===== src/rtl/elastic_pipe_line_pkg.sv =====
// Shared definitions for the elastic pipeline.
//   count_w(depth) : width of a counter that must hold 0..depth inclusive.
package elastic_pipe_line_pkg;

    function automatic int count_w(input int depth);
        return (depth < 1) ? 1 : $clog2(depth + 1);
    endfunction

endpackage


===== src/rtl/elastic_pipe_line_stage.sv =====
// One register stage of the elastic pipeline: a valid bit plus WIDTH data bits.
// Ports:
//   clk   in   clock
//   rst   in   synchronous active-high reset (clears valid and data)
//   clr   in   flush: clears valid, leaves data untouched
//   ld    in   stage advances this cycle (load from upstream)
//   vin   in   upstream valid
//   din   in   upstream data
//   vout  out  stage valid
//   dout  out  stage data
module pipe_stage #(
    parameter int WIDTH = 8
) (
    input  logic             clk,
    input  logic             rst,
    input  logic             clr,
    input  logic             ld,
    input  logic             vin,
    input  logic [WIDTH-1:0] din,
    output logic             vout,
    output logic [WIDTH-1:0] dout
);

    logic             v_q, v_d;
    logic [WIDTH-1:0] d_q, d_d;

    always_comb begin
        v_d = v_q;
        d_d = d_q;
        if (clr) begin
            v_d = 1'b0;
        end else if (ld) begin
            v_d = vin;
            // Bubbles do not overwrite data, so an idle output keeps its last value.
            if (vin) begin
                d_d = din;
            end
        end
    end

    always_ff @(posedge clk) begin
        if (rst) begin
            v_q <= 1'b0;
            d_q <= '0;
        end else begin
            v_q <= v_d;
            d_q <= d_d;
        end
    end

    assign vout = v_q;
    assign dout = d_q;

endmodule


===== src/rtl/elastic_pipe_line.sv =====
// Stallable, bubble-collapsing register pipeline of DEPTH stages.
// Ports:
//   clk        in   clock
//   rst        in   synchronous active-high reset
//   flush      in   synchronous kill of every in-flight entry
//   in_valid   in   upstream presents in_data
//   in_ready   out  pipe accepts in_data this cycle
//   in_data    in   upstream data
//   out_valid  out  last stage holds a valid entry
//   out_ready  in   downstream accepts out_data this cycle
//   out_data   out  last-stage data
//   occupancy  out  number of valid stages
module elastic_pipe_line
    import elastic_pipe_line_pkg::*;
#(
    parameter int WIDTH = 8,
    parameter int DEPTH = 3
) (
    input  logic                      clk,
    input  logic                      rst,
    input  logic                      flush,
    input  logic                      in_valid,
    output logic                      in_ready,
    input  logic [WIDTH-1:0]          in_data,
    output logic                      out_valid,
    input  logic                      out_ready,
    output logic [WIDTH-1:0]          out_data,
    output logic [count_w(DEPTH)-1:0] occupancy
);

    localparam int CNT_W = count_w(DEPTH);

    logic [DEPTH-1:0] v;
    logic [WIDTH-1:0] d [DEPTH];
    logic [DEPTH-1:0] adv;
    logic             push;
    logic             pop;
    logic [CNT_W-1:0] occ_q, occ_d;

    // Stage i advances when the output drains or any stage from i to the
    // output is empty; written as a running AND to avoid a self-referencing vector.
    always_comb begin
        logic all_v;
        all_v = 1'b1;
        adv   = '0;
        for (int i = DEPTH - 1; i >= 0; i--) begin
            all_v  = all_v & v[i];
            adv[i] = out_ready | ~all_v;
        end
    end

    for (genvar i = 0; i < DEPTH; i++) begin : g_stage
        logic             vin_w;
        logic [WIDTH-1:0] din_w;
        if (i == 0) begin : g_first
            assign vin_w = in_valid;
            assign din_w = in_data;
        end else begin : g_rest
            assign vin_w = v[i-1];
            assign din_w = d[i-1];
        end
        pipe_stage #(.WIDTH(WIDTH)) u_stage (
            .clk  (clk),
            .rst  (rst),
            .clr  (flush),
            .ld   (adv[i]),
            .vin  (vin_w),
            .din  (din_w),
            .vout (v[i]),
            .dout (d[i])
        );
    end

    assign in_ready  = adv[0] & ~flush & ~rst;
    assign out_valid = v[DEPTH-1];
    assign out_data  = d[DEPTH-1];

    assign push = in_valid & in_ready;
    assign pop  = out_valid & out_ready;

    // Tracked incrementally so occupancy is a register rather than a popcount tree.
    always_comb begin
        occ_d = occ_q;
        if (flush) begin
            occ_d = '0;
        end else if (push && !pop) begin
            occ_d = occ_q + CNT_W'(1);
        end else if (pop && !push) begin
            occ_d = occ_q - CNT_W'(1);
        end
    end

    always_ff @(posedge clk) begin
        if (rst) begin
            occ_q <= '0;
        end else begin
            occ_q <= occ_d;
        end
    end

    assign occupancy = occ_q;

endmodule


===== config.mk =====
export PLATFORM = sky130hd
export DESIGN_NAME = elastic_pipe_line
export DESIGN_NICKNAME = d
export VERILOG_FILES = /design/src/rtl/elastic_pipe_line_pkg.sv /design/src/rtl/elastic_pipe_line_stage.sv /design/src/rtl/elastic_pipe_line.sv
export SDC_FILE = /design/constraint.sdc
export NUM_CORES = 1
export LEC_CHECK = 0
export CAP_MARGIN = 20
export CORE_MARGIN = 5
export CORE_UTILIZATION = 25
export CTS_BUF_LIST = sky130_fd_sc_hd__clkbuf_4 sky130_fd_sc_hd__clkbuf_8 sky130_fd_sc_hd__clkbuf_16
export CTS_CLUSTER_DIAMETER = 50
export CTS_CLUSTER_SIZE = 30
export DETAILED_ROUTE_END_ITERATION = 12
export GPL_TIMING_DRIVEN = 0
export PLACE_DENSITY = 0.49
export REMOVE_ABC_BUFFERS = 1
export SLEW_MARGIN = 40
export SYNTH_ARGS = -nofsm -noshare
export SYNTH_HDL_FRONTEND = slang
export SYNTH_SLANG_ARGS = --single-unit

===== constraint.sdc =====
create_clock -name clk -period 6.2 [get_ports clk]
set_clock_uncertainty 0.1 [all_clocks]
set_input_delay 1.24 -clock clk [delete_from_list [all_inputs] [get_ports clk]]
set_output_delay 1.24 -clock clk [all_outputs]
set_load 0.01 [all_outputs]

==> impl_metrics.toml <==
[status]
outcome = "complete, no violations"

[clock_network]
cts_tree = "yes"
post_cts_resized = 0
clk_path_buf_depth = 2
numCtsBuffers = 5
cts_setup_buffers = 0
cts_root_buf = "clkbuf_8"
cts.sinks = 29
htreeDepth = 2
clkSlewWorstSetupHoldPaths_ps = 60
hold_buffers = 0
worstSkewPairLatency_ps = 280

[synth]
synth_top_area_share_pct = 46.4
synth.avg_cell_area_um2 = 9.92
synth-seq-cells = 29
synth_largest_area_cell = "dfxtp_1"
ys.flop_type = "dfxtp_1"
synth_common_cells = "29 x dfxtp_1, 26 x nand2b_1, 16 x mux2i_1"
synth_cells = 126
post_synth_num_cell_types = 25
ys.warnings.count = 0
synth.most_common_cell = "dfxtp_1"
synth-async-reset-ratio_pct = 0
synth-edff-count = 0
yosysSeqAreaShare_pct = 46.4
netlist_area_mm2 = 0.00125
synthTopCellsByArea = "dfxtp_1 46%, nand2b_1 13%, mux2i_1 13%"

[detailed_routing]
drc = 0
drtPass1Iterations = 4
antenna_left = 0
via_count = 919
post_drt_wl_per_cell_um = 12.2
wirelength_um = 2620
drt_iter0_drc = 37
via_per_inst = 4.27

[timing]
timing.hold.ws_ps = 364
min_period_over_period_pct = 66.1
hold_viol_final = 0
setup_slack_ps = 2100
slew_headroom_pct = 57.1
min_period_ps = 4100
max_freq_mhz = 244
tightest_slew_ps = 643
fin_tns_setup_ps = 0
slew_viol_final = 0
rsz0062_at_grt = "no"
finalSetupViolCount = 0

[placed_design]
pre_cts_ws_ps = 2080
routabilityCongestion = 0.704
portBuffers = 24
dp_hpwl_um = 1870

[final_layout]
n_antenna_cell = 0
nets = 162
area_growth_syn_to_layout_pct = 28.9
drive_above_1_share_pct = 8.78

[floorplan]
rows = 25
fp.dieH_um = 80.7
coreArea_mm2 = 0.00479
die_width_um = 80.7
dieArea_mm2 = 0.00651
pin_count = 25
start_util_pct = 26.1

[global_routing]
antenna_found_initial = 0
grt_pass1_wl_um = 4390
met1_usage_pct = 9.94
grt_use_total_pct = 9.06
grt_pass1_vias = 899
grt_use_met2_pct = 15.2
overflow = 0
grt_max_degree = 38
use_met3_pct = 3.48
busiest_layer = "met2"

[setup_path]
cpPeakStageDelay_ps = 580
worst-path-buf-inv = 2
critPathTopFamily = "buffers and inverters"
cp-start-kind = "primary input"
critPathArrivalTime_ps = 2760
cp.required_ps = 4860
slowest_stage = "clkdlybuf4s50_1"
worst-path-max-fanout = 4
crit_chain = "clkdlybuf4s50_1 -> and4b_4 -> nor3_1 -> clkdlybuf4s50_1"
worstSetupPathType = "primary input to output port"
cp-end-kind = "output port"
crit_top_cell = "clkdlybuf4s50_1"

[hold_path]
hp-class = "flip-flop to flip-flop"

[power]
p_leak_nw = 0.553
p_per_area_mw_per_mm2 = 236
ir_drop_mv = 0.118

[run]
drv_cap = 0
per-stage QoR:
stage	utilization [%]	total power (W)	cell area [um^2]	instances
floorplan	-	0.000209	1200	117
global placement	31.8	0.000223	1520	208
detailed placement	31.8	0.000224	1520	208
CTS	33.7	0.000386	1610	215
global route	33.7	0.000395	1610	215
finish	33.7	0.000380	1610	215
power by group:
group / internal [W] / switching [W]
Combinational: 0.0000160 / 0.0000122
Clock: 0.0000922 / 0.0000678
Sequential: 0.000190 / 0.00000163
layer usage:
metal,vias to the layer above,routed length [um]
met5,-,0
met4,0,60
met3,5,125
met2,17,1340
met1,426,1090
li1,471,-
area by class of cell:
type / instances / area (um^2)
inverters: 1 / 3.75
fillers: 484 / 3170
multi-input cells: 87 / 618
well taps: 67 / 83.8
clock buffers: 7 / 90.1
flip-flops and latches: 29 / 581
repair buffers: 24 / 235
kinds of logic (layout without fill, tap and decap cells):
family | count (synthesis) | after routing | share of synthesized area [%]
DFF | 29 | 29 | 46.4
muxes | 16 | 16 | 12.8
buffers and inverters | 10 | 32 | 4.60
and+or+nand+nor | 45 | 45 | 22.3
xor gates and xnor gates | 2 | 2 | 1.40
AOI/OAI and AO/OA | 23 | 23 | 11.4
adders and majority gates | 1 | 1 | 1.00
state kept, by name, summed over array words and instances, names as in the netlist:
register and flops:
occupancy 2, g_stage.u_stage.vout 3, g_stage.u_stage.dout 24
worst register-to-register path, delay by kind of cell (launching register included):
kind / cells / cell delay, ps
and+or+nand+nor: 4 / 1410
DFF: 1 / 390
AOI/OAI and AO/OA: 1 / 160
adders and majority gates: 1 / 280
final timing paths:
path	startpoint	end	slack (ps)	depth (start not counted)
max	out_ready	in_ready	2100	4
min	g_stage[1].u_stage.dout[5]$_SDFFE_PP0P_	g_stage[2].u_stage.dout[5]$_SDFFE_PP0P_	360	2
max reg2reg	g_stage[1].u_stage.vout$_SDFFE_PP0P_	occupancy[1]$_SDFFE_PP0P_	3790	6
min reg2reg	g_stage[1].u_stage.dout[5]$_SDFFE_PP0P_	g_stage[2].u_stage.dout[5]$_SDFFE_PP0P_	360	2
layout by cell type (no fill, tap or decap), drive strengths merged, types with 2 or more instances in the layout:
cell type / count
nand2b: 26
nor3: 3
nor2b: 3
mux2i: 16
xor2: 2
clkbuf: 7
nand3: 8
dfxtp: 29
o21ai: 9
clkdlybuf4s50: 23
o21a: 2
a21oi: 9
No activity file was read; power rests on OpenSTA's default activity.
